$ cat config.mk
export PLATFORM = sky130hd
export DESIGN_NAME = vdp_layer_priority_mixer
export DESIGN_NICKNAME = d
export VERILOG_FILES = /design/src/rtl/vdp_layer_priority_mixer_pkg.sv /design/src/rtl/vdp_priority_rank.sv /design/src/rtl/vdp_layer_priority_mixer.sv
export SDC_FILE = /design/constraint.sdc
export NUM_CORES = 1
export LEC_CHECK = 0
export BUFFER_PORTS_ARGS = -buffer_cell sky130_fd_sc_hd__buf_2
export CAP_MARGIN = 20
export CORE_AREA = 3 3 105 107
export CTS_CLUSTER_DIAMETER = 150
export DETAILED_ROUTE_END_ITERATION = 7
export DIE_AREA = 0 0 108 110
export MAX_ROUTING_LAYER = met4
export SLEW_MARGIN = 20
export SYNTH_ARGS = -nofsm -noshare
export SYNTH_HDL_FRONTEND = slang
export SYNTH_HIERARCHICAL = 1
export SYNTH_SLANG_ARGS = --single-unit
$ cat constraint.sdc
create_clock -name clk -period 11.7 [get_ports clk]
set_clock_uncertainty 0.05 [all_clocks]
set_input_delay 0.585 -clock clk [delete_from_list [all_inputs] [get_ports clk]]
set_output_delay 0.585 -clock clk [all_outputs]
set_load 0.05 [all_outputs]
$ cat src/rtl/vdp_layer_priority_mixer_pkg.sv
// vdp_layer_priority_mixer_pkg: layer encodings and reset-priority helper shared by the mixer.
package vdp_layer_priority_mixer_pkg;
  localparam logic [4:0] LAYER_BACKDROP = 5'b00000;
  localparam logic [4:0] LAYER_SCROLL0  = 5'b00001;
  localparam logic [4:0] LAYER_SCROLL1  = 5'b00010;
  localparam logic [4:0] LAYER_SCROLL2  = 5'b00100;
  localparam logic [4:0] LAYER_SCROLL3  = 5'b01000;
  localparam logic [4:0] LAYER_SPRITES  = 5'b10000;
  function automatic int layer_sprites_idx(input int n);
    return n;
  endfunction
  function automatic int reset_prio(input int i, input int prio_width);
    int p;
    p = (1 << prio_width) - 1 - i;
    return (p < 0) ? 0 : p;
  endfunction
endpackage

$ cat src/rtl/vdp_priority_rank.sv
// vdp_priority_rank: combinational top-2 selection over {valid, score}; ties go to the lower index.
module vdp_priority_rank #(
  parameter int N = 5,
  parameter int W = 3
) (
  input  logic [N-1:0]   cand_valid,
  input  logic [N*W-1:0] scores,
  output logic [N-1:0]   top_sel,
  output logic [N-1:0]   under_sel,
  output logic [W-1:0]   top_score
);
  logic [W-1:0] under_score;
  always_comb begin
    top_sel = '0;
    under_sel = '0;
    top_score = '0;
    under_score = '0;
    for (int i = 0; i < N; i++)
      if (cand_valid[i] && (top_sel == '0 || scores[i*W +: W] > top_score)) begin
        top_sel = '0;
        top_sel[i] = 1'b1;
        top_score = scores[i*W +: W];
      end
    for (int i = 0; i < N; i++)
      if (cand_valid[i] && !top_sel[i] && (under_sel == '0 || scores[i*W +: W] > under_score)) begin
        under_sel = '0;
        under_sel[i] = 1'b1;
        under_score = scores[i*W +: W];
      end
  end
endmodule

$ cat src/rtl/vdp_layer_priority_mixer.sv
// vdp_layer_priority_mixer: resolves scroll layers plus sprites into top and under opaque pixels,
// two-stage pipeline with double-buffered per-layer priorities committed at line start.
module vdp_layer_priority_mixer
  import vdp_layer_priority_mixer_pkg::*;
#(
  parameter int LAYER_COUNT = 4,
  parameter int PIXEL_WIDTH = 8,
  parameter int PRIO_WIDTH  = 2
) (
  input  logic                               clk,
  input  logic                               reset_n,
  input  logic                               cfg_write,
  input  logic [$clog2(LAYER_COUNT)-1:0]     cfg_layer,
  input  logic [PRIO_WIDTH-1:0]              cfg_priority,
  input  logic                               commit,
  input  logic                               in_valid,
  input  logic [LAYER_COUNT:0]               layer_mask,
  input  logic [LAYER_COUNT*PIXEL_WIDTH-1:0] scroll_pixels,
  input  logic [PRIO_WIDTH-1:0]              sprite_priority,
  input  logic [PIXEL_WIDTH-1:0]             sprite_pixel,
  output logic                               out_valid,
  output logic [LAYER_COUNT:0]               top_layer,
  output logic [PIXEL_WIDTH-1:0]             top_pixel,
  output logic [PRIO_WIDTH:0]                top_priority,
  output logic [LAYER_COUNT:0]               under_layer,
  output logic [PIXEL_WIDTH-1:0]             under_pixel
);
  localparam int N  = LAYER_COUNT + 1;
  localparam int SW = PRIO_WIDTH + 1;
  localparam int SI = layer_sprites_idx(LAYER_COUNT);
  logic [PRIO_WIDTH-1:0]    shadow_prio [LAYER_COUNT];
  logic [PRIO_WIDTH-1:0]    active_prio [LAYER_COUNT];
  logic [PRIO_WIDTH-1:0]    next_prio   [LAYER_COUNT];
  logic [N*SW-1:0]          scores, s1_scores;
  logic [N*PIXEL_WIDTH-1:0] s1_pixels;
  logic [N-1:0]             s1_mask, top_sel, under_sel;
  logic                     s1_valid;
  logic [SW-1:0]            top_score;
  logic [PIXEL_WIDTH-1:0]   top_mux, under_mux;
  // a write landing with commit passes straight through; out-of-range layers match nothing
  always_comb begin
    for (int i = 0; i < LAYER_COUNT; i++)
      next_prio[i] = (cfg_write && 32'(cfg_layer) == i) ? cfg_priority : shadow_prio[i];
  end
  always_comb begin
    scores = '0;
    for (int i = 0; i < LAYER_COUNT; i++)
      scores[i*SW +: SW] = {active_prio[i], 1'b0};
    scores[SI*SW +: SW] = {sprite_priority, 1'b1};
  end
  always_ff @(posedge clk or negedge reset_n)
    if (!reset_n)
      for (int i = 0; i < LAYER_COUNT; i++) begin
        shadow_prio[i] <= PRIO_WIDTH'(reset_prio(i, PRIO_WIDTH));
        active_prio[i] <= PRIO_WIDTH'(reset_prio(i, PRIO_WIDTH));
      end
    else begin
      shadow_prio <= next_prio;
      if (commit) active_prio <= next_prio;
    end
  always_ff @(posedge clk or negedge reset_n)
    if (!reset_n) begin
      s1_valid  <= 1'b0;
      s1_mask   <= '0;
      s1_scores <= '0;
      s1_pixels <= '0;
    end else begin
      s1_valid  <= in_valid;
      s1_mask   <= layer_mask;
      s1_scores <= scores;
      s1_pixels <= {sprite_pixel, scroll_pixels};
    end
  vdp_priority_rank #(.N(N), .W(SW)) u_rank (
    .cand_valid(s1_mask),
    .scores    (s1_scores),
    .top_sel   (top_sel),
    .under_sel (under_sel),
    .top_score (top_score)
  );
  always_comb begin
    top_mux = '0;
    under_mux = '0;
    for (int i = 0; i < N; i++) begin
      top_mux   = top_mux   | (top_sel[i]   ? s1_pixels[i*PIXEL_WIDTH +: PIXEL_WIDTH] : '0);
      under_mux = under_mux | (under_sel[i] ? s1_pixels[i*PIXEL_WIDTH +: PIXEL_WIDTH] : '0);
    end
  end
  always_ff @(posedge clk or negedge reset_n)
    if (!reset_n) begin
      out_valid    <= 1'b0;
      top_layer    <= '0;
      top_pixel    <= '0;
      top_priority <= '0;
      under_layer  <= '0;
      under_pixel  <= '0;
    end else begin
      out_valid    <= s1_valid;
      top_layer    <= top_sel;
      top_pixel    <= top_mux;
      top_priority <= top_score;
      under_layer  <= under_sel;
      under_pixel  <= under_mux;
    end
endmodule

; Yosys cells after proc, flatten, opt, wreduce, memory -nomap -nowiden
; Index checks and enable logic that the tools add are counted.
[totals]
ff_bits = 103
in_bits = 56
output_inout_bits = 30
wordCells = 109
[classes]
order_cmp = 8
eq_ne = 3
mux = 33
bitwise_logic = 8
reduce_logical = 39
[op_table]
columns = op, n
row1 = 8-bit two-way mux, 10
row2 = 8-bit OR, 8
row3 = 5-bit logical NOT, 8
row4 = 3-bit two-way mux, 10
row5 = 5-bit two-way mux, 5
row6 = 3-bit > comparator, 8
row7 = 1-bit logical AND, 17
row8 = 2-bit two-way mux, 5
row9 = 1-bit logical OR, 8
row10 = 1-bit logical NOT, 5
row11 = "2-bit == test, second input constant", 2
row12 = 4-bit two-way mux, 1
row13 = "2-bit by 1-bit == test with 1-bit output, second input constant", 1
row14 = 2-bit logical NOT, 1
row15 = 1-bit two-way mux, 2

; Logic depth before layout (Yosys ltp)
[logic_depth]
ltp_word = 41
ltp_mapped = 58

; Modules after synthesis
; The synthesis kept the hierarchy.
[modules_own_cells]
columns = module, n_inst, cells_each, area_each_um2, seq_area_each_um2
row1 = vdp_layer_priority_mixer, 1, 183, 3200.6, 2587.5
row2 = vdp_priority_rank, 1, 156, 1208.7, 0.0

; Worst setup path after synthesis
; No wires, ideal clock.
[synth_path]
kind = register -> register
from = reg s1_mask[0]
to = reg under_pixel[0]
setup_time_ns = 0.131
arrival_time_ns = 10.508
required_time_ns = 11.519
slack_ns = 1.011
stages_incl_launch_ff = 56
n_path_buf = 2
period_less_slack_ns = 10.689
cell_sequence = dfrtp_1 > buf_2 > and2_1 > inv_1 > ha_1 > a21oi_1 > o211ai_1 > nand3_2 > mux2_2 > inv_1 > ha_1 > nor2b_4 > o21a_1 > o311a_1 > mux2i_1 > ha_1 > a21oi_1 > a21oi_2 > [20 not listed] > a221o_1 > nand2_1 > ha_1 > nor2b_1 > o21ai_0 > a32oi_1 > a311o_1 > o221ai_4 > nor2_1 > a31oi_1 > ha_1 > a21o_1 > a21oi_1 > a311o_1 > o21ai_0 > clkbuf_1 > a222oi_1 > nand2_1
[synth_lines]
columns = element, line
row1 = from (decl), vdp_layer_priority_mixer.sv:36  ; logic [N-1:0] s1_mask, top_sel, under_sel;
row2 = from (signal assigned), vdp_layer_priority_mixer.sv:69  ; s1_mask <= layer_mask;
row3 = 3-bit two-way mux or 1-bit two-way mux (tied branches), vdp_priority_rank.sv:19  ; if (cand_valid[i] && (top_sel == '0 || scores[i*W +: W] > top_score)) begin
row4 = 3-bit > comparator or 5-bit logical NOT (tied branches), vdp_priority_rank.sv:19
row5 = 1-bit logical OR, vdp_priority_rank.sv:19
row6 = 1-bit logical AND, vdp_priority_rank.sv:19
row7 = 3-bit two-way mux or 5-bit two-way mux (tied branches), vdp_priority_rank.sv:19
row8 = 3-bit > comparator or 5-bit logical NOT (tied branches), vdp_priority_rank.sv:19
row9 = 1-bit logical OR, vdp_priority_rank.sv:19
row10 = 1-bit logical AND, vdp_priority_rank.sv:19
row11 = [24 not listed], -
row12 = 3-bit > comparator or 5-bit logical NOT (tied branches), vdp_priority_rank.sv:25  ; if (cand_valid[i] && !top_sel[i] && (under_sel == '0 || scores[i*W +: W] > under_score)) begin
row13 = 1-bit logical OR, vdp_priority_rank.sv:25
row14 = 1-bit logical AND *, vdp_priority_rank.sv:25
row15 = 5-bit two-way mux *, vdp_priority_rank.sv:25
row16 = named net under_sel[4], vdp_layer_priority_mixer.sv:36
row17 = 8-bit two-way mux *, vdp_layer_priority_mixer.sv:85  ; under_mux = under_mux | (under_sel[i] ? s1_pixels[i*PIXEL_WIDTH +: PIXEL_WIDTH] : '0);
row18 = 8-bit OR *, vdp_layer_priority_mixer.sv:85
row19 = named net under_mux[0], vdp_layer_priority_mixer.sv:39  ; logic [PIXEL_WIDTH-1:0] top_mux, under_mux;
row20 = to (signal assigned), vdp_layer_priority_mixer.sv:102  ; under_pixel <= under_mux;
row21 = to (decl), vdp_layer_priority_mixer.sv:26  ; output logic [PIXEL_WIDTH-1:0] under_pixel
; The timed path passes the listed nets; every way through them passes the cells marked *.
; A chain may end at the register's enable or synchronous reset.

; Worst setup path in the final report
[layout_path]
from = reg s1_mask[0]
to = reg under_pixel[4]
; Same word-level chain as after synthesis.

==> impl_summary.log <==
INFO  metric clkLatencyLatePin = 0.35 ns
INFO  metric finalSetupViolCount = 0
INFO  metric rows = 37
INFO  metric first_pass_grt_wire_length = 16,400 um
INFO  metric final_critical_path_setup_slack = 0.720 ns
INFO  metric cts.reportedPaths.clkPinSlew = 0.10 ns
INFO  metric hold_class = primary input to async pin
INFO  metric groute.usage.overall = 18.5%
INFO  metric synth-adder-area-share = 7.04%
INFO  metric antenna_found_initial = 0
INFO  metric floorplan.initialDensity = 43.1%
INFO  metric post_synth_and_or_nand_nor_area_fraction = 7.29%
INFO  metric dp_slack = 0.0479 ns
INFO  metric average_routed_wire_per_standard_cell = 17.7 um
INFO  metric finish.net_count = 528
INFO  metric accumulated_negative_setup_slack = 0 ns
INFO  metric post-synth-top-area-cell = dfrtp_1
INFO  metric cell_area_synth = 0.00441 mm2
INFO  metric avgViaCountPerCell = 5.40
INFO  metric timing.slew.headroom = 35.1%
INFO  metric number_of_enable_flip_flop_cells_after_synthesis = 0
INFO  metric cts_max_path_buffers = 2
INFO  metric globalRouteOverflowTotal = 0
INFO  metric design.portCount = 86
INFO  metric power_frac_seq = 34.2%
INFO  metric cp_slowest_cell = dfrtp_1
INFO  metric hold_ws = 0.0268 ns
INFO  metric die_area = 0.0119 mm2
INFO  metric synth_top_cells_by_count = dfrtp_1, ha_1, nand2_1
INFO  metric synth_async_sr_flop_share = 100%
INFO  metric criticalPathCategory = flop to flop
INFO  metric floorplan.die.width = 108 um
INFO  metric postRouteAntennaNets = 0
INFO  metric ys_ff_latch = 103
INFO  metric multiplexer_share_of_the_synthesized_area = 7.01%
INFO  metric vias = 3,181
INFO  metric first_iter_violations = 218
INFO  metric totalWireLength = 10,400 um
INFO  metric worst_path_largest_cell_delay = 0.40 ns
INFO  metric buffer_cell_driving_the_clock_tree_root = clkbuf_8
INFO  metric numPortBuffers = 85
INFO  metric critPathRequiredTime = 11.89 ns
INFO  metric timing.reg2reg.setup_slack = 0.72 ns
INFO  metric maximum_number_of_pins_on_one_net_before_global_route_repair = 87
INFO  metric clock_power_share = 15.4%
INFO  metric endpoints_failing_hold = 0
INFO  metric fillers = 870
INFO  metric synth_xor_area_share = 0%
INFO  metric area_share_of_the_leading_cell_type_in_the_synthesized_netlist = 53.9%
INFO  metric timing.final.crit_period = 10.98 ns
INFO  metric critical_path.most_common_cell = ha_1
INFO  metric timing.critical_path.arrival = 11.17 ns
INFO  metric synth.distinct_cells = 54
INFO  metric grt_pass1_vias = 3,303
INFO  metric synthesis.yosys.warnings = 6
INFO  metric crit-reg2reg-launch = s1_mask[0]
INFO  metric h-tree-depth = 3
INFO  metric num_antenna_cells = 0
INFO  metric power_density = 251 mW/mm2
INFO  metric synth_top_family_by_area = compound AO/OA/AOI/OAI gates
INFO  metric intPower = 759 uW
INFO  metric synth.most_common_cell = dfrtp_1
INFO  metric timing.final.max_slew_violations = 0
INFO  metric clock_sink_count = 103
INFO  metric cts_buffers = 9
INFO  metric power_frac_comb = 50.4%
INFO  metric dp.final_hpwl = 7360 um
INFO  metric drt_pre_antenna_iters = 6
INFO  metric cp_max_fo = 7
INFO  metric sequential_element_share_of_the_synthesized_area = 58.7%
INFO  metric worst_r2r_path_depth = 54
INFO  metric power.leakage = 2.55 nW
INFO  metric final_layout_size_suffix_gt1_share = 38.6%
INFO  metric syn-mean-instance-area = 13.0 um2
INFO  metric outcome = completed
INFO  metric crit_path_end_kind = flop
INFO  metric finalCoreUtilization = 52.8%
INFO  metric remaining_drc_errors = 0
INFO  metric p_sw = 597 uW
INFO  metric syn_to_final_growth = 22.4%
INFO  metric start_kind = flop
INFO  metric synth_top_cells_by_area = dfrtp_1, ha_1, mux2_2
INFO  metric crit_path_start = s1_mask[0]
INFO  metric rr_endpoint = under_pixel[4]
INFO  metric fmax = 91.1 MHz
INFO  metric report.power.total = 1.36 mW
INFO  metric core = 0.0102 mm2
INFO  metric power_switching_share = 44.0%
INFO  metric gp_congestion = 0.923
INFO  metric total_of_hold_buffers_inserted_after_clock_tree_synthesis = 0
INFO  metric tritoncts = yes
INFO  metric synth_ff_type = dfrtp_1
INFO  metric irDropWorstVdd = 0.115 mV
INFO  metric tightest_slew = 0.970 ns
INFO  metric max_cap_viol_count = 0
INFO  metric timing.final.crit_share = 93.8%
INFO  metric floorplan.die.height = 110 um
INFO  metric complex_gate_fraction_of_the_synthesized_area = 16.8%
INFO  metric synthCells = 339
[sequential cells by signal, summed over array words and instances (netlist names)]
register / flops
s1_mask: 5
s1_valid: 1
s1_pixels: 40
active_prio: 8
under_pixel: 8
top_priority: 3
under_layer: 5
top_pixel: 8
out_valid: 1
s1_scores: 11
shadow_prio: 8
top_layer: 5
[cell families (layout without fill, tap and decap cells)]
group,Yosys count,in the layout
other,2,11
adder cells (fa/ha/maj),25,25
flip-flops,103,103
AND/OR/NAND/NOR,62,62
multiplexers,26,26
AO/OA/AOI/OAI,89,89
buffers and inverters,32,137
[per-layer routing]
metal  global-route usage, %  vias to the layer above  part of all wire (%)
met5                       -                        -                     0
met1                    24.6                     1574                    44
met4                    7.21                        0                   1.3
met3                    3.96                       12                   7.2
li1                        -                     1471                     -
met2                    28.2                      124                    47
[worst max-delay path by stage]
| stage | to | slack [ns] |
|---|---|---|
| floorplan | under_pixel[0] | 1.01 |
| CTS | under_pixel[5] | 0.01 |
| detailed placement | under_pixel[3] | 0.05 |
| finish | under_pixel[4] | 0.72 |
| global route | under_pixel[4] | -0.05 |
| global placement | under_pixel[3] | 0.37 |
[area by class of cell]
type | instances | area (um2) | share of cell area [%]
clock buffer | 10 | 138 | 2.55
clock inverter | 6 | 57.6 | 1.07
inverter | 18 | 67.6 | 1.25
multi-input combinational | 213 | 1810 | 33.6
sequential | 103 | 2590 | 47.9
tap | 136 | 170 | 3.15
timing repair buffer | 103 | 567 | 10.5
[critical path, delay by kind of cell, from the launching register on]
| family | cells | cell delay (ns) |
|---|---|---|
| buffers and inverters | 3 | 0.28 |
| adders and majority gates | 8 | 2.21 |
| muxes | 3 | 0.93 |
| and+or+nand+nor | 12 | 1.63 |
| DFF | 1 | 0.40 |
| AOI/OAI and AO/OA | 28 | 5.35 |
[power by group through the flow]
stage,clock network [mW],logic [mW],registers (mW)
2_1_floorplan,0,0.309,0.619
3_3_place_gp,0,0.621,0.469
3_5_place_dp,0,0.632,0.470
4_1_cts,0.217,0.635,0.464
5_1_grt,0.233,0.741,0.472
6_report,0.209,0.683,0.464
[layout by cell type, fill, tap and decap left out, types with 3 or more instances in the layout]
cell type,instances
a21oi_1,8
a221o_1,3
a222oi_1,16
a22oi_1,18
buf_2,84
buf_4,18
clkbuf_8,10
clkinv_4,3
conb_1,11
dfrtp_1,95
dfstp_2,8
ha_1,23
inv_1,18
mux2_2,19
mux2_4,5
nand2_1,24
nand3_1,4
nand3b_1,5
nor2_1,12
o21a_1,6
o21ai_0,4
o21ai_2,3
[what timing repair did]
action,4_1_cts,5_1_grt
setup endpoints to repair,0,13
resized for setup,0,16
endpoints found under the hold margin,0,0
setup buffers,0,8
[metrics by stage]
stage	cell area (um2)	instances
finish	5400	589
detailed placement	5050	565
global route	5400	589
floorplan	4440	348
global placement	5050	565
CTS	5250	581
(Power assumes the default switching activity.)
